$ cat src/rtl/register_writeback.sv
// Register-file write-back: merges ALU results, FIFO-buffered loads and
// inc/dec requests into registered write and inc/dec ports.
module register_writeback #(
    parameter int DEPTH = 2
) (
    input  logic                     clock,
    input  logic                     reset,
    input  logic                     alu_write,
    input  logic [3:0]               alu_index,
    input  logic [31:0]              alu_data,
    input  logic                     load_valid,
    output logic                     load_ready,
    input  logic [3:0]               load_index,
    input  logic [31:0]              load_data,
    input  logic                     incdec_req,
    input  logic                     incdec_dir,
    input  logic [3:0]               incdec_req_index,
    output logic                     incdec_ack,
    output logic                     rf_write,
    output logic [3:0]               rf_write_index,
    output logic [31:0]              rf_write_data,
    output logic                     rf_inc,
    output logic                     rf_dec,
    output logic [3:0]               rf_incdec_index,
    output logic [15:0]              pending_mask,
    output logic [$clog2(DEPTH):0]   fifo_count
);

    localparam int AW = $clog2(DEPTH);
    localparam logic [AW:0] CAP = (AW+1)'(DEPTH);

    logic [3:0]    idx_q [DEPTH];
    logic [31:0]   dat_q [DEPTH];
    logic [AW-1:0] rptr_q, rptr_d;
    logic [AW-1:0] wptr_q, wptr_d;
    logic [AW:0]   cnt_q, cnt_d;

    logic          wr_q, wr_d;
    logic [3:0]    widx_q, widx_d;
    logic [31:0]   wdat_q, wdat_d;
    logic          inc_q, inc_d;
    logic          dec_q, dec_d;
    logic [3:0]    iidx_q, iidx_d;

    logic          empty, push, pop;
    logic          sel_v;
    logic [3:0]    sel_idx;
    logic [31:0]   sel_dat;
    logic [15:0]   pend;
    logic [AW-1:0] slot;

    assign empty      = (cnt_q == '0);
    // Ready follows the current count only; a same-cycle pop does not help.
    assign load_ready = reset && (cnt_q < CAP);
    assign push       = load_valid && load_ready;
    assign pop        = reset && !alu_write && !empty;

    assign sel_v   = alu_write || !empty;
    assign sel_idx = alu_write ? alu_index : idx_q[rptr_q];
    assign sel_dat = alu_write ? alu_data : dat_q[rptr_q];

    assign incdec_ack = reset && incdec_req &&
                        !(sel_v && (sel_idx == incdec_req_index));

    always_comb begin
        pend = '0;
        slot = rptr_q;
        for (int k = 0; k < DEPTH; k++) begin
            slot = rptr_q + AW'(k);
            if ((AW+1)'(k) < cnt_q) pend[idx_q[slot]] = 1'b1;
        end
    end

    always_comb begin
        rptr_d = pop ? rptr_q + AW'(1) : rptr_q;
        wptr_d = push ? wptr_q + AW'(1) : wptr_q;
        cnt_d  = cnt_q;
        case ({push, pop})
            2'b10:   cnt_d = cnt_q + (AW+1)'(1);
            2'b01:   cnt_d = cnt_q - (AW+1)'(1);
            default: cnt_d = cnt_q;
        endcase
        wr_d   = sel_v;
        widx_d = sel_v ? sel_idx : widx_q;
        wdat_d = sel_v ? sel_dat : wdat_q;
        inc_d  = incdec_ack && !incdec_dir;
        dec_d  = incdec_ack && incdec_dir;
        iidx_d = incdec_ack ? incdec_req_index : iidx_q;
    end

    always_ff @(posedge clock) begin
        if (!reset) begin
            rptr_q <= '0;
            wptr_q <= '0;
            cnt_q  <= '0;
            wr_q   <= 1'b0;
            widx_q <= '0;
            wdat_q <= '0;
            inc_q  <= 1'b0;
            dec_q  <= 1'b0;
            iidx_q <= '0;
        end else begin
            rptr_q <= rptr_d;
            wptr_q <= wptr_d;
            cnt_q  <= cnt_d;
            wr_q   <= wr_d;
            widx_q <= widx_d;
            wdat_q <= wdat_d;
            inc_q  <= inc_d;
            dec_q  <= dec_d;
            iidx_q <= iidx_d;
        end
    end

    // Storage needs no reset: validity comes from the pointers and count.
    always_ff @(posedge clock) begin
        if (push) begin
            idx_q[wptr_q] <= load_index;
            dat_q[wptr_q] <= load_data;
        end
    end

    assign rf_write        = wr_q;
    assign rf_write_index  = widx_q;
    assign rf_write_data   = wdat_q;
    assign rf_inc          = inc_q;
    assign rf_dec          = dec_q;
    assign rf_incdec_index = iidx_q;
    assign pending_mask    = pend;
    assign fifo_count      = cnt_q;

endmodule
$ cat config.mk
export PLATFORM = sky130hd
export DESIGN_NAME = register_writeback
export DESIGN_NICKNAME = d
export VERILOG_FILES = /design/src/rtl/register_writeback.sv
export SDC_FILE = /design/constraint.sdc
export NUM_CORES = 1
export LEC_CHECK = 0
export ABC_AREA = 0
export CELL_PAD_IN_SITES_DETAIL_PLACEMENT = 1
export CELL_PAD_IN_SITES_GLOBAL_PLACEMENT = 1
export CORE_ASPECT_RATIO = 1.2
export CORE_MARGIN = 1.5
export CORE_UTILIZATION = 37
export CTS_CLUSTER_DIAMETER = 50
export DETAILED_ROUTE_END_ITERATION = 10
export PLACE_DENSITY_LB_ADDON = 0.1
export SLEW_MARGIN = 20
export SYNTH_ARGS = -nofsm -noshare
export SYNTH_HDL_FRONTEND = slang
export SYNTH_SLANG_ARGS = --single-unit
$ cat constraint.sdc
create_clock -name clock -period 3.69 [get_ports clock]
set_input_delay 0.5535 -clock clock [delete_from_list [all_inputs] [get_ports clock]]
set_output_delay 0.5535 -clock clock [all_outputs]
set_load 0.02 [all_outputs]
-- Yosys cells after proc, flatten, opt, wreduce, memory -nomap -nowiden
Memory sizes are Yosys's and may differ from the RTL's. A register that Yosys moved wholly into a read port is not among the register bits.
Index checks and enable logic that the tools add are counted.
Widths: inputs -> output; s select.
- register bits after elaboration: 47
- input port bits: 82
- memories kept: 2
- logic and storage cells: 59
- bits in writable memories: 72
- output and inout bits: 63
- memory list (name ; depth ; bits a word ; read ports ; clocked after memory_dff ; write ports ; RTL line ; source):
    dat_q ; 2 ; 32 ; 1 ; 1 ; 1 ; 33 ; logic [31:0] dat_q [DEPTH];
    idx_q ; 2 ; 4 ; 2 ; 1 ; 1 ; 32 ; logic [3:0] idx_q [DEPTH];
- reductions and logical operators: 18
- $lt $le $gt $ge: 7
- muxes and demuxes: 15
- $add $sub $neg: 4
- eq/ne operators: 3
- bitwise operators: 1
- operator list (operator ; count):
    $mux 16 ; 2
    $mux 32 ; 1
    $or 16x16->16 ; 1
    $logic_and 1x1->1 ; 11
    $lt 4x5->1 const B ; 2
    $demux 1 s4 ; 2
    $ge 4x1->1 const B ; 2
    $mux 1 ; 8
    $eq 4x4->1 ; 1
    $logic_not 1->1 ; 4
    $lt 1x2->1 const A ; 2
    $mux 4 ; 1
    $pmux 2 s2 ; 1
    $add 1x1->1 const B ; 2
    $add 2x1->2 const B ; 1
    $eq 2x1->1 const B ; 1
    $eq 2x2->1 const B ; 1
    $logic_not 2->1 ; 1
    $lt 2x2->1 const B ; 1
    $reduce_bool 2->1 ; 1
    $sub 2x1->2 const B ; 1
    $logic_or 1x1->1 ; 1

-- Depth between registers and ports, before layout
An unclocked memory read counts as a cell.
- depth in word-level cells: 8
- depth in mapped cells: 8
- depth with buffers taken out: 8

-- Least setup slack after synthesis
No wires, ideal clock.
- path type: input -> register
- from: in reset
- to: mem dat_q[0][0], enable pin
- required time: 3.259 ns
- stages on the path: 4
- data arrival time: 2.892 ns
- buffers on the path: 1
- setup time: 0.431 ns
- setup slack: 0.367 ns
- path through: clkbuf_1 nor2b_1 nand2_1 nor2_1
- longest elaborated chain between the ends: 4
- ends and longest elaborated chain (what ; RTL line ; source):
    start, declared ; 7 ; input logic reset,
    $logic_and 1x1->1 ; 54 ; assign load_ready = reset && (cnt_q < CAP);
    via load_ready ; 12 ; output logic load_ready,
    $logic_and 1x1->1 ; 55 ; assign push = load_valid && load_ready;
    $mux 1 ; 117 ; if (push) begin
    $mux 1 (implied by the code) ; 119 ; dat_q[wptr_q] <= load_data;
    end, declared ; 33 ;
The timed path passes the listed nets, and every way through them passes these cells.

==> summary.txt <==
STA
  – Setup ws final: ~0.17 ns
  – Period minus WS final: approximately 3.5 ns
  – Hold slack: approximately 0.47 ns
  – Post-route clock period utilization: 0.955
  – Final slew viol count: 0
  – Fmax: 284 MHz
  – Worst slew pin tran: 0.796 ns
  – RSZ-0062 raised after global routing: false
  – Final hold vios: 0
  – Final setup violation count: 0
  – Worst slew margin: 0.470
  – Final Skew: roughly 0.0094 ns
  – TNS Setup: 0 ns

Placed design
  – GPL Wtd Cong: about 0.83
  – Buffers on Ports: between 100 and 150
  – HPWL after DPL: 9450 µm
  – Pre-CTS setup slack: approximately 0.37 ns
  – Placed insts: approximately 770
  – DP Area: 6780 µm²

Drt
  – Avg WL per Cell: 17.2 µm
  – Final ANT Viol Nets: 0
  – Drt pass-1 iters: 4
  – DRT iter0 DRCs: 168
  – DR vias/cell: 5.05
  – Drt total wl: 13700 µm
  – Drc violations: 0
  – Vias: a little over 4000

Synthesis
  – Syn Inst Count: between 400 and 500
  – Synth warnings: 0
  – Unique masters post-synth: 41
  – Mapped Area: 5170 µm²
  – Post-Syn Nets: roughly 560
  – Part of the Yosys area used for sequential elements: 0.604
  – Average cell area after synthesis: around 11 µm²
  – Seq cells post-synth: 120

Layout
  – Final nets: ~700
  – Area growth syn-to-layout: 43.5%
  – ANT cells: 0
  – Core Util, Final: 0.541
  – Layout cells sized above 1: 0.0795
  – Most frequent cells in the layout: 143 x clkdlybuf4s50_1, 72 x edfxtp_1, 56 x nand2_1
  – Final Cell Area: 7410 µm²
  – Final Non-Filler Cells: 800
  – Filler cells: between 1000 and 1500
  – Area of the multi-input gates: between 1500 and 2000 µm²
  – Sequential Area: between 3000 and 4000 µm²
  – Commonest non-fill, non-tap cell in the layout: clkdlybuf4s50_1

Global route
  – Total global routing overflow: 0
  – Largest net degree at the start of global routing: 74
  – Vias in the first global route: ~4400
  – Initial antenna violation count: 1
  – Global-route wire length before repair: 21900 µm
  – Global router's overall resource usage: 0.191

Setup path
  – Worst EP arrival: 2.97 ns
  – WP data required: approximately 3.1 ns
  – Crit Path Category: flip-flop to output port
  – Worst path bufs/invs: 2
  – Worst path top cell family by delay: buffers and inverters
  – CP Max Fanout: 13
  – Max stage delay on crit path: 0.54 ns
  – Slowest cell on crit path: or4_4
  – Worst-path cell chain: buf_4 > mux2i_4 > a211oi_1 > or4_4 > o211a_1 > clkdlybuf4s50_1
  – Critical path startpoint category: flip-flop
  – CP Capture Type: output port

Power and ir drop
  – Switching share of total power: 0.250
  – VDD IR-drop max: around 0.00035 V
  – Power Total: 4.04 mW
  – Reg power frac: 0.385
  – Switching power total: 1.01 mW
  – Combinational power share: 0.178
  – Clock share of power: 0.437
  – Leakage dissipation: between 2 and 3 nW
  – Int Pwr: 3.03 mW
  – Pwr dens: around 550 nW/µm²

Clocking
  – Clock tree sinks: 120
  – # H-tree levels: 4
  – # resized after CTS: 0
  – Reg clk slew, reported paths: 0.05 ns
  – Clock Path Buffers: 2
  – Cts-stage hold buffer count: 0
  – Num CTS Buffers: 17
  – CTS tree: yes
  – Clock latency on the worst-skew pair: 0.41 ns
  – Post-CTS setup buffer count: 0
  – Root Buffer: clkbuf_16

Run status
  – Status: complete, no violations

Floorplanning
  – Die span in y: around 130 µm
  – I/O pin cnt: approximately 150
  – Row cnt: 47
  – Die X: between 100 and 150 µm
  – Die area: about 15000 µm²
  – Core area: about 14000 µm²
  – Starting Density: 0.377

Worst hold path
  – HP Class: flip-flop to flip-flop

Run
  – Max-cap violations: 0
## power by group through the flow
stage | clock network, mW | logic, mW | registers, mW
2_1_floorplan | 0 | 0.375 | 1.62
4_1_cts | 1.81 | 0.731 | 1.56
3_3_place_gp | 0 | 0.707 | 1.58
6_report | 1.77 | 0.718 | 1.56
3_5_place_dp | 0 | 0.722 | 1.59
5_1_grt | 1.86 | 0.785 | 1.57
## kinds of logic after synthesis
logic type | after synthesis | synth area share
adders and majority gates | 3 | 0.00726
and+or+nand+nor | 163 | 0.151
xor gates and xnor gates | 4 | 0.00678
buffers and inverters | 33 | 0.0266
DFF | 120 | 0.604
muxes | 45 | 0.0918
AOI/OAI and AO/OA | 104 | 0.113
## cell type report
cell class,instances,area share
multi-input combinational,319,0.259
timing repair buffer,153,0.203
sequential,120,0.421
clock inverter,13,0.0273
clock buffer,19,0.0584
inverter,5,0.00253
tap,171,0.0289
## per-layer routing
layer | up-vias | part of all wire | track usage | wire [µm]
met1 | 1962 | 0.41 | 0.207 | 5570
li1 | 1965 | - | - | -
met2 | 97 | 0.53 | 0.352 | 7340
met5 | - | 0 | 0 | 0
met4 | 0 | 0.018 | 0.0705 | 246
met3 | 17 | 0.041 | 0.0541 | 566
## sequential cells by signal, indices dropped and copies added (netlist names), named ones only
| signal | count |
|---|---|
| dat_q | 64 |
| fifo_count | 2 |
| idx_q | 8 |
| rf_dec | 1 |
| rf_inc | 1 |
| rf_incdec_index | 4 |
| rf_write | 1 |
| rf_write_data | 32 |
| rf_write_index | 4 |
| rptr_q | 1 |
| wptr_q | 1 |
## cell usage after synthesis (all sizes together)
library cell | instances | area share
o211a | 1 | 0.0019
o21ai | 41 | 0.040
a21oi | 36 | 0.035
nor2b | 8 | 0.0097
mux2 | 3 | 0.0065
o32a | 1 | 0.0019
clkbuf | 17 | 0.012
o22ai | 16 | 0.019
a31oi | 1 | 0.0012
xor2 | 1 | 0.0017
nand2b | 5 | 0.0061
mux2i | 42 | 0.085
nand2 | 56 | 0.041
nor3 | 2 | 0.0019
a41oi | 1 | 0.0017
edfxtp | 72 | 0.42
nand3 | 1 | 0.00097
a32o | 1 | 0.0019
o21a | 1 | 0.0015
a21boi | 1 | 0.0015
a32oi | 2 | 0.0034
and2 | 43 | 0.052
and3 | 2 | 0.0024
or4 | 2 | 0.0036
xnor2 | 3 | 0.0051
ha | 3 | 0.0073
nor3b | 1 | 0.0015
inv | 5 | 0.0036
buf | 11 | 0.011
a211oi | 2 | 0.0029
dfxtp | 48 | 0.19
nor2 | 42 | 0.031
or2 | 1 | 0.0012
## final timing paths
path                                    from                              end  slack (ns)  cells after the start
max                                flip-flop                       incdec_ack        0.17                      6
max reg2reg                        flip-flop  rf_incdec_index[2]$_SDFFE_PN0P_        1.32                      6
min          rf_incdec_index[1]$_SDFFE_PN0P_  rf_incdec_index[1]$_SDFFE_PN0P_        0.47                      2
min reg2reg  rf_incdec_index[1]$_SDFFE_PN0P_  rf_incdec_index[1]$_SDFFE_PN0P_        0.47                      2
## worst reg2reg max path: stages (launching register included)
cell and delay [ns]:
dfxtp_2 0.41, buf_4 0.29, mux2i_4 0.39, a211oi_1 0.15, or4_4 0.54, o21ai_2 0.29
mux2i_1 0.23
No activity file was read; power rests on OpenSTA's default activity.
